--- src/rtl/muldiv_ctrl_pkg.sv ---
// Shared types for the RV32M multiply/divide sequencer: funct3 opcodes,
// datapath width and FSM states.
package muldiv_ctrl_pkg;

  localparam int unsigned MULDIV_XLEN = 32;

  typedef enum logic [2:0] {
    OP_MUL    = 3'd0,
    OP_MULH   = 3'd1,
    OP_MULHSU = 3'd2,
    OP_MULHU  = 3'd3,
    OP_DIV    = 3'd4,
    OP_DIVU   = 3'd5,
    OP_REM    = 3'd6,
    OP_REMU   = 3'd7
  } muldiv_op_e;

  typedef enum logic [1:0] {
    S_IDLE = 2'd0,
    S_CALC = 2'd1,
    S_DONE = 2'd2
  } muldiv_state_e;

  function automatic logic op_is_div(input muldiv_op_e op);
    return op[2];
  endfunction

endpackage

--- src/rtl/muldiv_iter.sv ---
// Iterative radix-2 datapath: one shift-add multiply step or one restoring
// divide step per enabled cycle on unsigned magnitudes.
module muldiv_iter #(
  parameter int unsigned XLEN = 32,
  parameter int unsigned CW   = 5
) (
  input  logic              clk,
  input  logic              rst,
  input  logic              load,
  input  logic              step,
  input  logic              div_mode,
  input  logic [XLEN-1:0]   op_a,
  input  logic [XLEN-1:0]   op_b,
  output logic [CW-1:0]     count,
  output logic [2*XLEN-1:0] product,
  output logic [XLEN-1:0]   quotient,
  output logic [XLEN-1:0]   remainder
);

  logic [XLEN:0]   acc, acc_n;
  logic [XLEN-1:0] sh, sh_n;
  logic [XLEN-1:0] opb;
  logic [XLEN:0]   mul_sum;
  logic [2*XLEN:0] mul_shift;
  logic [XLEN:0]   div_shift, divisor_x;

  // Multiply: {acc, sh} is a combined right-shifting product/multiplier.
  // Divide: {acc, sh} is a left-shifting partial remainder/quotient.
  always_comb begin
    mul_sum   = {1'b0, acc[XLEN-1:0]} + {1'b0, opb};
    mul_shift = sh[0] ? ({mul_sum, sh} >> 1) : ({acc, sh} >> 1);
    div_shift = {acc[XLEN-1:0], sh[XLEN-1]};
    divisor_x = {1'b0, opb};
    acc_n     = mul_shift[2*XLEN:XLEN];
    sh_n      = mul_shift[XLEN-1:0];
    if (div_mode) begin
      if (div_shift >= divisor_x) begin
        acc_n = div_shift - divisor_x;
        sh_n  = {sh[XLEN-2:0], 1'b1};
      end else begin
        acc_n = div_shift;
        sh_n  = {sh[XLEN-2:0], 1'b0};
      end
    end
  end

  always_ff @(posedge clk or negedge rst) begin
    if (!rst) begin
      acc   <= '0;
      sh    <= '0;
      opb   <= '0;
      count <= '0;
    end else if (load) begin
      acc   <= '0;
      sh    <= op_a;
      opb   <= op_b;
      count <= '0;
    end else if (step) begin
      acc   <= acc_n;
      sh    <= sh_n;
      count <= count + 1'b1;
    end
  end

  assign product   = {acc[XLEN-1:0], sh};
  assign quotient  = sh;
  assign remainder = acc[XLEN-1:0];

endmodule

--- src/rtl/muldiv_ctrl.sv ---
// RV32M multiply/divide sequencer beside the EX ALU: handshake, FSM, sign and
// special-case handling. Define MULDIV_FAST_MUL_EN for single-cycle multiplies.
module muldiv_ctrl
  import muldiv_ctrl_pkg::*;
#(
  parameter int unsigned XLEN = MULDIV_XLEN,
  parameter int unsigned ITER = XLEN
) (
  input  logic            clk,
  input  logic            rst,
  input  logic            flush,
  input  logic            req_valid,
  input  logic [2:0]      req_opcode,
  input  logic [XLEN-1:0] req_op1,
  input  logic [XLEN-1:0] req_op2,
  output logic            stall,
  output logic            busy,
  output logic            result_valid,
  output logic [XLEN-1:0] result
);

  localparam int unsigned   CW      = (ITER > 1) ? $clog2(ITER) : 1;
  localparam logic [CW-1:0] LAST    = CW'(ITER - 1);
  localparam logic [XLEN-1:0] MIN_NEG = {1'b1, {(XLEN-1){1'b0}}};

  muldiv_state_e state, state_n;
  muldiv_op_e    op, op_q;
  logic          neg_q, pre_q;
  logic [XLEN-1:0] result_q;

  logic            sgn1, sgn2, neg1, neg2;
  logic [XLEN-1:0] mag1, mag2;
  logic            accept, special, fast_take, preload, step_en;
  logic [XLEN-1:0] special_value, fast_value, pre_value, calc_value;

  logic [CW-1:0]     count;
  logic [2*XLEN-1:0] product, product_s;
  logic [XLEN-1:0]   quotient, remainder, quot_s, rem_s;

  always_comb begin
    op   = muldiv_op_e'(req_opcode);
    sgn1 = (op == OP_MULH) || (op == OP_MULHSU) || (op == OP_DIV) || (op == OP_REM);
    sgn2 = (op == OP_MULH) || (op == OP_DIV) || (op == OP_REM);
    neg1 = sgn1 & req_op1[XLEN-1];
    neg2 = sgn2 & req_op2[XLEN-1];
    mag1 = neg1 ? -req_op1 : req_op1;
    mag2 = neg2 ? -req_op2 : req_op2;
    special       = 1'b0;
    special_value = '0;
    if (op_is_div(op)) begin
      if (req_op2 == '0) begin
        special       = 1'b1;
        special_value = ((op == OP_DIV) || (op == OP_DIVU)) ? '1 : req_op1;
      end else if (((op == OP_DIV) || (op == OP_REM)) &&
                   (req_op1 == MIN_NEG) && (req_op2 == '1)) begin
        special       = 1'b1;
        special_value = (op == OP_DIV) ? MIN_NEG : '0;
      end
    end
  end

`ifdef MULDIV_FAST_MUL_EN
  logic [2*XLEN-1:0] fast_a, fast_b, fast_p;

  // Sign-extended operands make one truncated 2*XLEN multiply cover all variants.
  always_comb begin
    fast_a     = {{XLEN{sgn1 & req_op1[XLEN-1]}}, req_op1};
    fast_b     = {{XLEN{sgn2 & req_op2[XLEN-1]}}, req_op2};
    fast_p     = fast_a * fast_b;
    fast_take  = !op_is_div(op);
    fast_value = (op == OP_MUL) ? fast_p[XLEN-1:0] : fast_p[2*XLEN-1:XLEN];
  end
`else
  assign fast_take  = 1'b0;
  assign fast_value = '0;
`endif

  assign accept    = (state == S_IDLE) && req_valid && !flush;
  assign preload   = special || fast_take;
  assign pre_value = special ? special_value : fast_value;
  assign step_en   = (state == S_CALC) && !flush;

  always_comb begin
    state_n = state;
    stall   = 1'b0;
    case (state)
      S_IDLE: begin
        if (accept) begin
          stall   = 1'b1;
          state_n = preload ? S_DONE : S_CALC;
        end
      end
      S_CALC: begin
        stall = !flush;
        if (flush)               state_n = S_IDLE;
        else if (count == LAST)  state_n = S_DONE;
      end
      S_DONE:  state_n = S_IDLE;
      default: state_n = S_IDLE;
    endcase
  end

  always_ff @(posedge clk or negedge rst) begin
    if (!rst) state <= S_IDLE;
    else      state <= state_n;
  end

  muldiv_iter #(
    .XLEN (XLEN),
    .CW   (CW)
  ) u_iter (
    .clk       (clk),
    .rst       (rst),
    .load      (accept),
    .step      (step_en),
    .div_mode  (op_is_div(op_q)),
    .op_a      (mag1),
    .op_b      (mag2),
    .count     (count),
    .product   (product),
    .quotient  (quotient),
    .remainder (remainder)
  );

  always_comb begin
    product_s = neg_q ? -product : product;
    quot_s    = neg_q ? -quotient : quotient;
    rem_s     = neg_q ? -remainder : remainder;
    case (op_q)
      OP_MUL:                        calc_value = product_s[XLEN-1:0];
      OP_MULH, OP_MULHSU, OP_MULHU:  calc_value = product_s[2*XLEN-1:XLEN];
      OP_DIV, OP_DIVU:               calc_value = quot_s;
      default:                       calc_value = rem_s;
    endcase
  end

  // Preloaded results land in result_q on entry to DONE; iterative results are
  // shown combinationally in DONE and captured so result holds afterwards.
  always_ff @(posedge clk or negedge rst) begin
    if (!rst) begin
      op_q     <= OP_MUL;
      neg_q    <= 1'b0;
      pre_q    <= 1'b0;
      result_q <= '0;
    end else begin
      if (accept) begin
        op_q  <= op;
        neg_q <= (op == OP_REM) ? neg1 : (neg1 ^ neg2);
        pre_q <= preload;
        if (preload) result_q <= pre_value;
      end
      if ((state == S_DONE) && !pre_q) result_q <= calc_value;
    end
  end

  assign busy         = (state != S_IDLE);
  assign result_valid = (state == S_DONE);
  assign result       = ((state == S_DONE) && !pre_q) ? calc_value : result_q;

endmodule

--- config.mk ---
export PLATFORM = sky130hd
export DESIGN_NAME = muldiv_ctrl
export DESIGN_NICKNAME = d
export VERILOG_FILES = /design/src/rtl/muldiv_ctrl_pkg.sv /design/src/rtl/muldiv_iter.sv /design/src/rtl/muldiv_ctrl.sv
export SDC_FILE = /design/constraint.sdc
export NUM_CORES = 1
export LEC_CHECK = 0
export ABC_AREA = 1
export CAP_MARGIN = 10
export CELL_PAD_IN_SITES_DETAIL_PLACEMENT = 1
export CELL_PAD_IN_SITES_GLOBAL_PLACEMENT = 1
export CORE_UTILIZATION = 39
export CTS_CLUSTER_SIZE = 25
export DETAILED_ROUTE_END_ITERATION = 10
export PLACE_DENSITY_LB_ADDON = 0.1
export SETUP_SLACK_MARGIN = 0.1
export SLEW_MARGIN = 5
export SYNTH_ARGS = -nofsm -noshare
export SYNTH_HDL_FRONTEND = slang
export SYNTH_SLANG_ARGS = --single-unit
--- constraint.sdc ---
create_clock -name clk -period 2.9 [get_ports clk]
set_input_delay 0.725 -clock clk [delete_from_list [all_inputs] [get_ports clk]]
set_output_delay 0.725 -clock clk [all_outputs]
set_load 0.1 [all_outputs]
### Yosys cells after proc, flatten, opt, wreduce, memory -nomap -nowiden

Cells that the tools add are included.

| word-level totals | value |
|---|---|
| output and inout port bits | 35 |
| register bits after elaboration | 141 |
| input bits | 71 |

| operators by class | value |
|---|---|
| magnitude comparators | 1 |
| equal/unequal tests | 17 |
| add/subtract/negate cells | 8 |
| reductions and logical operators | 26 |
| mux-type cells | 37 |
| bitwise operators | 3 |

Operators by type and width:

| operator | number |
|---|---|
| $mux W32 | 16 |
| $mux W33 | 4 |
| $mux W64 | 2 |
| $neg A32 Y32 | 4 |
| $pmux W32 S3 | 1 |
| $eq A32 B32 Y1 const B | 2 |
| $neg A64 Y64 | 1 |
| $add A32 B32 Y33 | 1 |
| $ge A33 B32 Y1 | 1 |
| $sub A33 B32 Y33 | 1 |
| $logic_not A32 Y1 | 1 |
| $eq A3 B3 Y1 const B | 5 |
| $mux W5 | 2 |
| $eq A3 B2 Y1 const B | 3 |
| $mux W2 | 4 |
| $reduce_bool A2 Y1 | 4 |
| $logic_or A1 B1 Y1 | 7 |
| $eq A3 B1 Y1 const B | 2 |
| $logic_and A1 B1 Y1 | 6 |
| $mux W1 | 6 |
| $add A5 B1 Y5 const B | 1 |
| $eq A5 B5 Y1 const B | 1 |
| $pmux W2 S2 | 1 |
| $reduce_and A2 Y1 | 2 |
| other kinds (12) | 14 |

### Depth between registers and ports, before layout

| depth | value |
|---|---|
| depth after elaboration | 10 |
| depth in mapped cells | 18 |
| depth with buffers taken out | 17 |

### Modules after synthesis

A second synthesis with hierarchy kept.

| unflattened totals | value |
|---|---|
| cell total of the unflattened synthesis | 3,622 |
| area total of the unflattened synthesis | 20,183.1 um^2 |

By module, submodules not included:

| module | times used | cells each | area an instance (um^2) |
|---|---|---|---|
| muldiv_iter | 1 | 1,796 | 10,916.7 |
| muldiv_ctrl | 1 | 1,826 | 9,266.4 |

### Least setup slack after synthesis

Ideal clock, no wire load.

| timing path | value |
|---|---|
| kind | reg-to-output |
| start | reg state[1] |
| end | out result[22] |
| data required time | 2,175 ps |
| slack | -1,397 ps |
| stages on the path, launching flop included | 9 |
| data arrival time | 3,572 ps |
| cells stage by stage | dfrtp_1 > inv_1 > nor2_1 > nand2_1 > inv_1 > buf_2 > buf_2 > nand2_1 > nand2_1 |

| between the ends | value |
|---|---|
| cells in the longest elaborated chain, start to end | 3 |

RTL lines:

| what | RTL line | text |
|---|---|---|
| from (decl) | muldiv_ctrl.sv:26 | `muldiv_state_e state, state_n;` |
| from (signal assigned) | muldiv_ctrl.sv:105 | `else state <= state_n;` |
| $eq A2 B2 Y1 | -- |  |
| named net result_valid | muldiv_ctrl.sv:18 | `output logic result_valid,` |
| $logic_and A1 B1 Y1 | muldiv_ctrl.sv:158 | `assign result = ((state == S_DONE) && !pre_q) ? calc_value : result_q;` |
| $mux W32 | muldiv_ctrl.sv:158 |  |
| to (decl) | muldiv_ctrl.sv:19 | `output logic [XLEN-1:0] result` |

The timed path passes the listed nets, and every way through them passes these cells.

### Worst setup path in the final report

| timing path | value |
|---|---|
| start | reg u_iter.acc[8] |
| end | out result[23] |

| between the ends | value |
|---|---|
| cells in the longest elaborated chain, start to end | 4 |
| elaborated cells on any way between the ends | 6 |

RTL lines:

| what | RTL line | text |
|---|---|---|
| from (decl) | muldiv_iter.sv:20 | `logic [XLEN:0] acc, acc_n;` |
| from (signal assigned) | muldiv_iter.sv:59 | `acc <= acc_n;` |
| $neg A64 Y64 or $neg A32 Y32 (tied branches) | muldiv_ctrl.sv:126, muldiv_ctrl.sv:128 |  |
| $mux W64 or $mux W32 (tied branches) | muldiv_ctrl.sv:126, muldiv_ctrl.sv:128 |  |
| $pmux W32 S3 * | muldiv_ctrl.sv:129 | `case (op_q)` |
| $mux W32 * | muldiv_ctrl.sv:158 |  |

Every way passes the cells marked *; elsewhere a longest branch is shown, timed or not.

==> summary.md <==
The flow ran to the end, but the final reports show violations. Summed over all cells, the static leakage comes to 13.0 nW. Entering global routing, the biggest net connects 70 pins. Endpoint type of the worst setup path: a primary output. STA classifies the critical path startpoint as a register.

The initialized floorplan defines 77 standard-cell rows. The final HPWL from detailed placement was 79800 um. The clock-pin transition on the worst setup and hold timing paths came out at 80 ps. The tools report the H-tree level count as 4.

The path class of the tightest hold or removal check is in -> async. Counting distinct cell types in the post-synthesis netlist gives 55. The most common cell in the synthesized netlist is nand2_1.

The count of fill cells added during filler insertion was 5980; the final critical-path required period was 3610 ps. The first global-routing pass estimated 151000 um of wire. For this run the aggregate overflow at the end of global routing stands at 0. Core occupancy in the finished layout: 57.9%.

The number of clock buffers added by TritonCTS is 17. Derived from the worst setup path, the maximum achievable clock frequency is 277 MHz. A synthesized cell averages 5.69 um^2. Vertical extent of the die: 215 um. The placer's final routability congestion estimate is 1.05.

After synthesis the cells add up to 0.0177 mm^2. Clock latency on the worst-skew pair, taken at its later pin, is 490 ps. In this run the horizontal extent of the chip is 215 um. The logs give 0 for the final antenna-violating net count and 0 for the post-detailed-route DRC marker count. Across all register-to-register paths, the minimum setup slack is 30 ps.

The number of synthesized flops with an enable pin is 0, and the sequential cell area is 0.00355 mm^2. The first detailed-routing pass ran for 5 iterations. The logs give 0 for the count of endpoints failing hold in the final timing report and 3092 for the DRC violation total after the first TritonRoute iteration.

Setup violations remaining at the end of the flow were counted as 32. Power comes to 31.2 mW. Fraction of synthesis flops using an asynchronous set or reset pin: 100%. The number of cells on the worst reg-to-reg path came out at 18. Prior to clock tree synthesis, the placed netlist has a worst setup slack of -341 ps.

Clock sink count: 141. Clock tree synthesis selected as its root buffer the cell clkbuf_16. 0 antenna diodes ended up in the layout. The worst setup skew after layout is 21.1 ps.

The run gives 24.8k as the via count of the first global-routing pass. Cell type contributing the most total cell area after synthesis: nand2_1. For the headroom to the max-slew limit, the log shows 55.0%.

Launching element of the worst setup path: u_iter.acc[8]. The Yosys step of the flow raised 0 warnings. The commonest cells after synthesis are nand2_1, inv_1, nor2_1. Synthesis inferred 141 register bits. In the synthesized netlist the dominant register cell turns out to be dfrtp_1.

The die covers 0.0461 mm^2. Buffers placed on the I/O ports in this run total 105. Share of final-layout standard cells stronger than drive strength 1: 28.1%. The tools report the hold buffer count at CTS as 0. TritonCTS built the clock tree. The multi-input combinational cells in the finished layout cover a total of 0.0140 mm^2. The checks that failed: negative setup slack. The detailed-route via count is 25.5k, and the standard cell core area is 0.0444 mm^2. The run gives 2170 ps as the data required time at the worst endpoint. Data arrives at the worst endpoint at 2880 ps.

The slack of the critical path was -708 ps. The portion of synthesized cell area occupied by the leading cell type works out to 22.3%. The area growth from synthesis to layout is 45.6%. The slew at the pin closest to its max-slew limit was 675 ps; the overall routed net length was 108000 um. The power density over the cells was 1220 mW/mm^2; the final-stage net count was 3740.

The number of antenna violations at the first check in global routing came out at 8. Setup repair after global routing could not meet its margin everywhere. In this run the critical register-to-register path is captured at u_iter.acc[2]. The all-layer global routing usage is 43.0%, and the post-synthesis instance total is 3104.

In this run the worst path has a maximum fanout of 5. The detailed-route vias per instance is 6.07. In this run the deepest clock path goes through 2 buffers.

The routed length per placed instance works out to 25.6 um. Across the run, the number of max-cap violations was 0. The starting density of the core was 39.8%.

Final cycle utilization of the critical path: 124%. The number of nets in the synthesized netlist is 3248. The worst-case IR drop observed on VDD is 1290 uV.

The launch point of the worst reg-to-reg path is u_iter.acc[2]. The critical path ends at result[23]. The final-report max-slew violation count came out at 0. By area the synthesized netlist is led by nand2_1, dfrtp_1, nand3_1. The number of top-level pins is 106. The critical path is of the reg -> out type.

The portion of the post-synthesis area used by sequential elements came out at 20.0%.
## where the power goes
part | leakage (nW) | internal [mW] | switching, mW
Combinational | 11.0 | 8.87 | 16.1
Sequential | 1.72 | 2.77 | 1.07
Clock | 0.301 | 1.41 | 1.07
## metal layers
| layer | track usage [%] | up-vias | part of all wire (%) |
|---|---|---|---|
| met1 | 58.3 | 12400 | 41 |
| met5 | 0 | - | 0.035 |
| met4 | 16.5 | 6 | 5.6 |
| met2 | 65.3 | 1635 | 42 |
| li1 | - | 11000 | - |
| met3 | 10.6 | 452 | 12 |
## kinds of logic after synthesis
family,after synthesis,share of synthesized area [%]
AND/OR/NAND/NOR,1840,44.7
AO/OA/AOI/OAI,492,15.5
XOR/XNOR,68,3.37
flip-flops,141,20.0
buffers and inverters,489,11.1
adder cells (fa/ha/maj),73,5.26
multiplexers,1,0.0567
## per-stage QoR
step	hold slack [ps]	TNS (ps)	cells	cell area (um^2)
3_3_place_gp	451	-12100	4099	22800
6_report	220	-18550	4201	25700
3_5_place_dp	482	-13600	4099	22800
4_1_cts	230	-13910	4164	24500
2_1_floorplan	429	0	3104	17900
5_1_grt	263	-20520	4201	25700
## layout make-up
class,instances,share of cell area (%)
multi-input cells,2475,54.5
repair buffers,584,20.8
flip-flops and latches,141,13.8
inverters,377,5.58
well taps,592,2.88
clock buffers,20,1.78
clock inverters,12,0.623
## worst min-delay path by stage
stage | from | endpoint | slack [ps] | depth (start not counted)
finish | rst | u_iter.acc[15] | 220 | 1
global route | rst | u_iter.acc[13] | 260 | 1
CTS | rst | u_iter.acc[15] | 230 | 1
detailed placement | u_iter.count[3] | u_iter.count[3] | 480 | 1
global placement | u_iter.count[3] | u_iter.count[3] | 450 | 1
floorplan | rst | neg_q | 430 | 0
## worst max-delay path: stages, from the launching register on
cell	delay (ps)
dfrtp_1	470
nor2_1	200
nand2_1	150
nor2_1	330
inv_1	190
nor2_4	200
nand2_4	100
nand2_4	100
nand2_2	60
nand2_1	70
nand3_1	70
nand2_1	90
nand2_2	90
nand2_4	90
buf_12	170
## sequential cells by signal, indices dropped and copies added, names as in the netlist, 2 cells and up
signal           cells
u_iter.quotient     32
u_iter.acc          33
result_q            32
u_iter.count         5
state                2
u_iter.opb          32
op_q                 3
## what timing repair did
action,CTS,global route
gates cloned,1,0
setup buffers,32,37
endpoints found under the setup margin,54,102
pin swaps,101,109
gates resized for setup,262,251
## cell usage in the layout, fill, tap and decap left out, drive strengths merged, types with 3 or more instances in the layout
master and n:
o21bai 12, nor2 355, nand2 1071, xor2 46, bufinv 3, o211ai 34
clkbuf 20, clkdlybuf4s50 69, nand3 311, inv 377, clkinv 7, o21a 3
a21oi 173, or2 5, nor3 34, buf 515, a31oi 28, dfrtp 141
ha 71, nand4 43, o22ai 13, o21ai 213, a22oi 9, nand3b 18
xnor2 22
(Power assumes the default switching activity.)
